**src/rtl/lb2spi_master.sv**
```systemverilog
// Local-bus to SPI mode-0 master bridge: serialises one register write or read per frame
// as {address, mode, strobe byte, data}, MSB first, and returns read data from MISO.
module lb2spi_master #(
  parameter int unsigned ADDR_W  = 8,
  parameter int unsigned DATA_W  = 16,
  parameter int unsigned STRB_W  = DATA_W / 8,
  parameter int unsigned SCK_DIV = 8,
  parameter int unsigned CS_GAP  = 8
) (
  input  logic              clk,
  input  logic              rst,
  input  logic [ADDR_W-1:0] lb_waddr,
  input  logic [DATA_W-1:0] lb_wdata,
  input  logic [STRB_W-1:0] lb_wstrb,
  input  logic              lb_wen,
  output logic              lb_wready,
  input  logic [ADDR_W-1:0] lb_raddr,
  input  logic              lb_ren,
  output logic [DATA_W-1:0] lb_rdata,
  output logic              lb_rvalid,
  output logic              busy,
  output logic              spi_sck,
  output logic              spi_cs_n,
  output logic              spi_mosi,
  input  logic              spi_miso
);

  localparam int unsigned FRAME_W = ADDR_W + 8 + DATA_W;
  localparam int unsigned BIT_W   = $clog2(FRAME_W) + 1;
  localparam int unsigned DIV_MAX = (SCK_DIV > CS_GAP) ? SCK_DIV : CS_GAP;
  localparam int unsigned DIV_W   = $clog2(DIV_MAX + 1);

  typedef enum logic [2:0] {IDLE, SETUP, LO, HI, HOLD, GAP} state_t;

  state_t             state, state_nxt;
  logic [DIV_W-1:0]   div_cnt, div_nxt;
  logic [BIT_W-1:0]   bit_cnt, bit_nxt;
  logic [FRAME_W-1:0] shreg, sh_nxt;
  logic [DATA_W-1:0]  cap, cap_nxt;
  logic               is_wr, wr_nxt;
  logic               cs_nxt, sck_nxt, mosi_nxt, busy_nxt;
  logic               wready_nxt, rvalid_nxt;
  logic [DATA_W-1:0]  rdata_nxt;
  logic [1:0]         miso_sync;
  logic [7:0]         wctrl;
  logic [FRAME_W-1:0] wframe, rframe;
  logic               div_done;

  assign wctrl    = 8'h80 | 8'(lb_wstrb);
  assign wframe   = {lb_waddr, wctrl, lb_wdata};
  assign rframe   = {lb_raddr, 8'h00, {DATA_W{1'b0}}};
  assign div_done = (div_cnt == '0);

  // Next-state and next-output logic
  always_comb begin
    state_nxt  = state;
    div_nxt    = div_cnt;
    bit_nxt    = bit_cnt;
    sh_nxt     = shreg;
    cap_nxt    = cap;
    wr_nxt     = is_wr;
    cs_nxt     = spi_cs_n;
    sck_nxt    = spi_sck;
    mosi_nxt   = spi_mosi;
    busy_nxt   = busy;
    rdata_nxt  = lb_rdata;
    wready_nxt = 1'b0;
    rvalid_nxt = 1'b0;
    if (!div_done) div_nxt = div_cnt - DIV_W'(1);

    unique case (state)
      IDLE: begin
        if (lb_wen || lb_ren) begin
          sh_nxt    = lb_wen ? wframe : rframe;
          wr_nxt    = lb_wen;
          mosi_nxt  = lb_wen ? wframe[FRAME_W-1] : rframe[FRAME_W-1];
          cs_nxt    = 1'b0;
          busy_nxt  = 1'b1;
          div_nxt   = DIV_W'(SCK_DIV - 1);
          bit_nxt   = BIT_W'(FRAME_W - 1);
          state_nxt = SETUP;
        end
      end
      SETUP: begin
        if (div_done) begin
          div_nxt   = DIV_W'(SCK_DIV - 1);
          state_nxt = LO;
        end
      end
      LO: begin
        if (div_done) begin
          sck_nxt   = 1'b1;
          div_nxt   = DIV_W'(SCK_DIV - 1);
          state_nxt = HI;
          // Read data occupies the last DATA_W bits; sample on the rising-edge cycle
          if (!is_wr && (bit_cnt < BIT_W'(DATA_W)))
            cap_nxt = {cap[DATA_W-2:0], miso_sync[1]};
        end
      end
      HI: begin
        if (div_done) begin
          sck_nxt = 1'b0;
          div_nxt = DIV_W'(SCK_DIV - 1);
          if (bit_cnt != '0) begin
            sh_nxt    = {shreg[FRAME_W-2:0], 1'b0};
            mosi_nxt  = shreg[FRAME_W-2];
            bit_nxt   = bit_cnt - BIT_W'(1);
            state_nxt = LO;
          end else begin
            state_nxt = HOLD;
          end
        end
      end
      HOLD: begin
        if (div_done) begin
          cs_nxt   = 1'b1;
          mosi_nxt = 1'b0;
          div_nxt  = DIV_W'(CS_GAP - 1);
          if (is_wr) begin
            wready_nxt = 1'b1;
          end else begin
            rdata_nxt  = cap;
            rvalid_nxt = 1'b1;
          end
          state_nxt = GAP;
        end
      end
      GAP: begin
        if (div_done) begin
          busy_nxt  = 1'b0;
          state_nxt = IDLE;
        end
      end
      default: state_nxt = IDLE;
    endcase
  end

  // State, datapath and output registers
  always_ff @(posedge clk) begin
    if (rst) begin
      state     <= IDLE;
      div_cnt   <= '0;
      bit_cnt   <= '0;
      shreg     <= '0;
      cap       <= '0;
      is_wr     <= 1'b0;
      miso_sync <= '0;
      spi_cs_n  <= 1'b1;
      spi_sck   <= 1'b0;
      spi_mosi  <= 1'b0;
      busy      <= 1'b0;
      lb_wready <= 1'b0;
      lb_rvalid <= 1'b0;
      lb_rdata  <= '0;
    end else begin
      state     <= state_nxt;
      div_cnt   <= div_nxt;
      bit_cnt   <= bit_nxt;
      shreg     <= sh_nxt;
      cap       <= cap_nxt;
      is_wr     <= wr_nxt;
      miso_sync <= {miso_sync[0], spi_miso};
      spi_cs_n  <= cs_nxt;
      spi_sck   <= sck_nxt;
      spi_mosi  <= mosi_nxt;
      busy      <= busy_nxt;
      lb_wready <= wready_nxt;
      lb_rvalid <= rvalid_nxt;
      lb_rdata  <= rdata_nxt;
    end
  end

endmodule

```
**config.mk**
```make
export PLATFORM = sky130hd
export DESIGN_NAME = lb2spi_master
export DESIGN_NICKNAME = d
export VERILOG_FILES = /design/src/rtl/lb2spi_master.sv
export SDC_FILE = /design/constraint.sdc
export NUM_CORES = 1
export LEC_CHECK = 0
export CORE_ASPECT_RATIO = 1.2
export CORE_MARGIN = 4
export CORE_UTILIZATION = 25
export CTS_BUF_LIST = sky130_fd_sc_hd__clkbuf_2 sky130_fd_sc_hd__clkbuf_4 sky130_fd_sc_hd__clkbuf_8
export CTS_CLUSTER_SIZE = 12
export DETAILED_ROUTE_END_ITERATION = 10
export GPL_ROUTABILITY_DRIVEN = 1
export PLACE_DENSITY_LB_ADDON = 0.15
export SLEW_MARGIN = 30
export SYNTH_ARGS = -nofsm -noshare
export SYNTH_HDL_FRONTEND = slang
export SYNTH_SLANG_ARGS = --single-unit
export TNS_END_PERCENT = 100
```
**constraint.sdc**
```tcl
create_clock -name clk -period 2.34 [get_ports clk]
set_input_delay 0.234 -clock clk [delete_from_list [all_inputs] [get_ports clk]]
set_output_delay 0.234 -clock clk [all_outputs]
set_load 0.05 [all_outputs]
```
======== Word level (Yosys, flattened, before mapping) ========
Index checks and enable logic that the tools add are counted.
operators by class
  add/subtract/negate cells ............... 2
  magnitude comparators ................... 1
  equality and inequality tests ........... 12
  mux-type cells .......................... 35
  bitwise gates (word level) .............. 3
  reductions and logical operators ........ 22
operator list
  operator                                                    count
  two-way mux 31 bit                                          4
  case mux 31 bit (2 select lines)                            1
  two-way mux 3 bit                                           7
  two-way mux 6 bit                                           3
  case mux 3 bit (6 select lines)                             1
  AND reduction 3 bit                                         5
  inequality test 2 bit, second input constant                7
  two-way mux 4 bit                                           3
  case mux 6 bit (2 select lines)                             1
  two-way mux 1 bit                                           10
  case mux 4 bit (2 select lines)                             1
  nonzero test 2 bit                                          4
  equality test 3 x 2 -> 1 bit, second input constant         2
  equality test 3 bit, second input constant                  2
  less-than comparator 6 x 5 -> 1 bit, second input constant  1
  case mux 1 bit (2 select lines)                             3
  AND reduction 6 bit                                         1
  nonzero test 6 bit                                          1
  subtractor 6 x 1 -> 6 bit, second input constant            1
  AND reduction 5 bit                                         1
  zero test 4 bit                                             1
  AND reduction 4 bit                                         1
  OR reduction 4 bit                                          1
  subtractor 4 x 1 -> 4 bit, second input constant            1
  10 further kinds                                            12
word-level totals
  bits in registers ....................... 85
  bits of input ports ..................... 39
  output and inout port bits .............. 22
  logic and storage cells ................. 89

======== Logic depth before layout (Yosys ltp) ========
  depth in word-level cells ............... 4
  gate-level depth with buffers ........... 9
  gate-level depth less buffers ........... 8

======== Worst setup path before layout ========
No wires, ideal clock.
  kind .................................... reg2reg
  start point ............................. register div_cnt[0]
  end point ............................... register cap[10]
  library setup time ...................... 0.128 ns
  data arrival time ....................... 1.760 ns
  required time ........................... 2.212 ns
  slack ................................... 0.452 ns
  cell stages (with the launch flop) ...... 9
  buffers on the path ..................... 2
  period minus slack after synthesis ...... 1.888 ns
  path through ............................ dfxtp_1 inv_1 ha_1 nor3b_2 buf_2 nand4_1 buf_2 mux2i_1 nor2_1
on the way
  longest elaborated chain between the ends .. 2
ends and longest elaborated chain
  what                                  RTL line  RTL
  start, declared                       36        logic [DIV_W-1:0] div_cnt, div_nxt;
  start signal, assigned                157       div_cnt <= div_nxt;
  zero test 4 bit                       52        assign div_done = (div_cnt == '0);
  AND reduction 3 bit (no source line)  n/a
  end signal, assigned                  160       cap <= cap_nxt;
  end, declared                         39        logic [DATA_W-1:0] cap, cap_nxt;
Every way passes these cells.
A chain may end at the register's enable or synchronous reset.

======== Final worst setup path ========
  start point ............................. register div_cnt[0]
  end point ............................... register shreg[2]
on the way
  longest elaborated chain between the ends .. 3
ends and longest elaborated chain
  what                                    RTL line  RTL
  zero test 4 bit                         52
  inequality test 2 bit (no source line)  n/a
  AND reduction 4 bit (no source line)    n/a
  end signal, assigned                    159       shreg <= sh_nxt;
  end, declared                           38        logic [FRAME_W-1:0] shreg, sh_nxt;
Every way passes these cells.

==> results.txt <==
----------------------------------------------------
[Clock tree]
  Largest buffer count on any clock path ... 2
  CTS tree ... yes
  TritonCTS Buffers ... 9
  Clock H-tree levels ... 3
  CTS clk-pin slew, worst paths ... about 0.10 ns
  CTS Sinks ... 85
  Post_cts resized ... 0
  Post-CTS Setup Bufs ... 0
  Cell at the root of the clock tree ... sky130_fd_sc_hd__clkbuf_8
  Post-CTS Hold Buffers ... 0
  Later-pin clock latency in the skew report ... 0.35 ns

[Logic synthesis]
  Number of flops mapped to enable cells by yosys ... 0
  Post-synthesis instance area ... 3620 sq um
  Yosys warning total ... 0
  Most used flip-flop cell after synthesis ... sky130_fd_sc_hd__dfxtp_1
  Largest area contributor in the netlist ... sky130_fd_sc_hd__dfxtp_1
  Share of async-settable or async-resettable flops after synthesis ... 0
  Post-synthesis sequential area ratio ... 0.470
  Syn Nets ... between 400 and 500
  Most instantiated library cell after synthesis ... sky130_fd_sc_hd__dfxtp_1
  Leading post-synthesis cells by cell area ... sky130_fd_sc_hd__dfxtp_1 (47%), sky130_fd_sc_hd__mux2i_1 (12%), sky130_fd_sc_hd__a311oi_1 (4.4%)
  Count of unique library cells instantiated by Yosys ... 47
  Share of the synthesized area in the top cell type ... 0.470
  Flip-flop and latch count after synthesis ... 85
  Post-synthesis instance total ... 404
  Average cell area after synthesis ... 8.95 sq um
  Most used standard cells in the synthesized netlist ... sky130_fd_sc_hd__dfxtp_1 (85), sky130_fd_sc_hd__mux2i_1 (42), sky130_fd_sc_hd__nor2_1 (40)

[Place]
  Cell total after placement ... 616
  GPL Wtd Cong ... 0.728
  Post-detailed-placement half-perimeter wirelength ... 6.23 mm
  Post-DP Area ... 4470 sq um
  PortBufs ... 60

[Worst setup path]
  Setup crit end kind ... flop
  Arrival time of the worst setup path ... 2.29 ns
  Critical Path Source Type ... flop
  Worst reg2reg startpoint ... div_cnt[0]
  First element of the critical path ... div_cnt[0]
  Critical-path maximum fanout ... 21
  R2R depth ... 9
  Required time of the critical path ... 2.60 ns
  Critical path class ... flop to flop

[Worst hold path]
  Min-Delay Path Depth ... 2
  Path class of the lowest-slack min-delay path ... primary input to flop
  Hold Crit Start ... rst

[Route]
  Number of vias after detailed routing ... roughly 3,100
  DRC violations left ... 0
  Total length of routed wires ... 9.46 mm
  Vias per inst ... 4.93
  Antenna viol nets, final ... 0
  Detailed-routing iteration count for the pre-antenna-repair pass ... 4
  Number of DRC violations after detailed-routing iteration 0 ... 270
  Drt wl/cell ... 15.0 microns

[Timing]
  Slew Limit Headroom ... 0.646
  Final cycle utilization of the critical path ... 0.871
  Worst clock skew ... 0.0133 ns
  Sum of negative setup slack ... 0 ns
  Time the worst path needs with I/O delays and setup ... 2.04 ns
  Final setup violation count ... 0
  Final count of hold timing violations ... 0
  Maximum clock frequency ... a little under 500 MHz
  Slew @ Worst Pin ... 0.529 ns
  Unrepaired setup endpoints after global routing ... false
  Number of pins exceeding their max-slew limit in the final report ... 0
  Worst hold slack across all endpoints ... 0.237 ns

[Global routing]
  Maximum number of pins on one net before global-route repair ... 35
  Vias in the first global route ... 3,183
  Initial antenna violation count ... 0
  Total global routing track utilization ... 0.118
  Wire length of the first global-routing pass ... between 15 and 20 mm
  Global route overflow ... 0

[Cells and area]
  Fill cells ... about 1,500
  Post-route cell area ... 4680 sq um
  Final cell count without fillers ... 632
  Final core utilization ... 0.334
  Number of diodes ... 0
  Footprint of the multi-input gates ... ~1700 sq um
  Area added between synthesis and finish ... 29.3%
  Share of post-route cells with drive strength above 1 ... 0.0868
  Final net count ... approximately 500
  Footprint of the flip-flops and latches ... 1700 sq um

[Floorplan]
  Die area ... 16,500 sq um
  Row cnt ... 47
  Die span in y ... 140 microns
  Number of top-level pins ... 61
  Std-Cell Core Area ... between 10,000 and 15,000 sq um
  Effective utilization at floorplan ... 0.258
  Die width ... 118 microns

[Status]
  Result of the run ... finished, final reports clean

[Job]
  Number of max-cap violations ... 0

[Power]
  Total power per unit cell area ... 764 nW/um^2
  Worst supply voltage drop on vdd ... 246 uV
  Leakage power ... roughly 1.7 nW

----------------------------------------------------
## logic make-up (layout without fill, tap and decap cells)
family,count (synthesis),in the layout,share of synthesized area
and+or+nand+nor,152,152,0.200
DFF,85,85,0.470
AOI/OAI and AO/OA,75,75,0.147
buffers and inverters,45,102,0.0515
muxes,42,42,0.116
adders and majority gates,3,3,0.0104
xor gates and xnor gates,2,2,0.00484
## flip-flops by register name, indices dropped and copies added (netlist names)
signal / flops
spi_cs_n: 1
spi_mosi: 1
state: 3
shreg: 31
lb_rvalid: 1
lb_wready: 1
busy: 1
lb_rdata: 16
cap: 16
spi_sck: 1
div_cnt: 4
miso_sync: 2
is_wr: 1
bit_cnt: 6
## layout by cell type, fill, tap and decap left out, drive strengths merged, types with 2 or more instances in the layout
cell type	instances
o21a	2
ha	3
nand4	7
nor3	22
nor2	40
clkinvlp	3
buf	19
o221ai	7
dfxtp	85
nor2b	3
a311oi	18
o21ai	7
a21oi	24
a211oi	3
mux2i	42
a31oi	3
inv	10
nand3	31
clkdlybuf4s50	59
nor3b	2
nand2	33
nor4	2
clkbuf	10
or3	5
a211o	2
## routing by layer
layer,vias up,track usage,wire length [microns],share of wire
li1,1564,-,-,-
met1,1484,0.155,4450,0.47
met2,60,0.187,4360,0.46
met3,9,0.0373,554,0.059
met4,0,0.0296,94,0.0099
met5,-,0,0,0
## final timing paths
path / to / slack [ns]
worst min-delay path: cap[15] / 0.24
worst max register to register: shreg[2] / 0.30
worst max-delay path: shreg[2] / 0.30
worst min register to register: miso_sync[1] / 0.44
## worst max-delay path, cell delays in order, from the launching register on
cell	delay, ns
sky130_fd_sc_hd__dfxtp_1	0.36
sky130_fd_sc_hd__inv_1	0.05
sky130_fd_sc_hd__ha_1	0.23
sky130_fd_sc_hd__nor3b_2	0.18
sky130_fd_sc_hd__inv_2	0.17
sky130_fd_sc_hd__a211o_1	0.14
sky130_fd_sc_hd__buf_4	0.23
sky130_fd_sc_hd__nand2_1	0.08
sky130_fd_sc_hd__buf_4	0.22
sky130_fd_sc_hd__a311oi_1	0.28
## cell type report
class,instances,share of cell area
Inverter,8,0.00642
Clock buffer,10,0.0294
Tap cell,171,0.0457
Clock inverter,6,0.0150
Multi-Input combinational cell,274,0.373
Sequential cell,85,0.364
Timing Repair Buffer,78,0.167
## per-stage QoR
stage | power [W] | setup WS [ns]
after global placement | 0.00249 | 0.411
after global routing | 0.00379 | 0.142
final | 0.00357 | 0.301
after detailed placement | 0.00251 | 0.318
after CTS | 0.00362 | 0.297
after floorplan | 0.00221 | 0.452
## report_power, final
part           switching (W)  internal [W]
combinational       0.000468      0.000349
sequential         0.0000895       0.00158
clock               0.000559      0.000530
total                0.00112       0.00246
No activity file was read; power rests on OpenSTA's default activity.
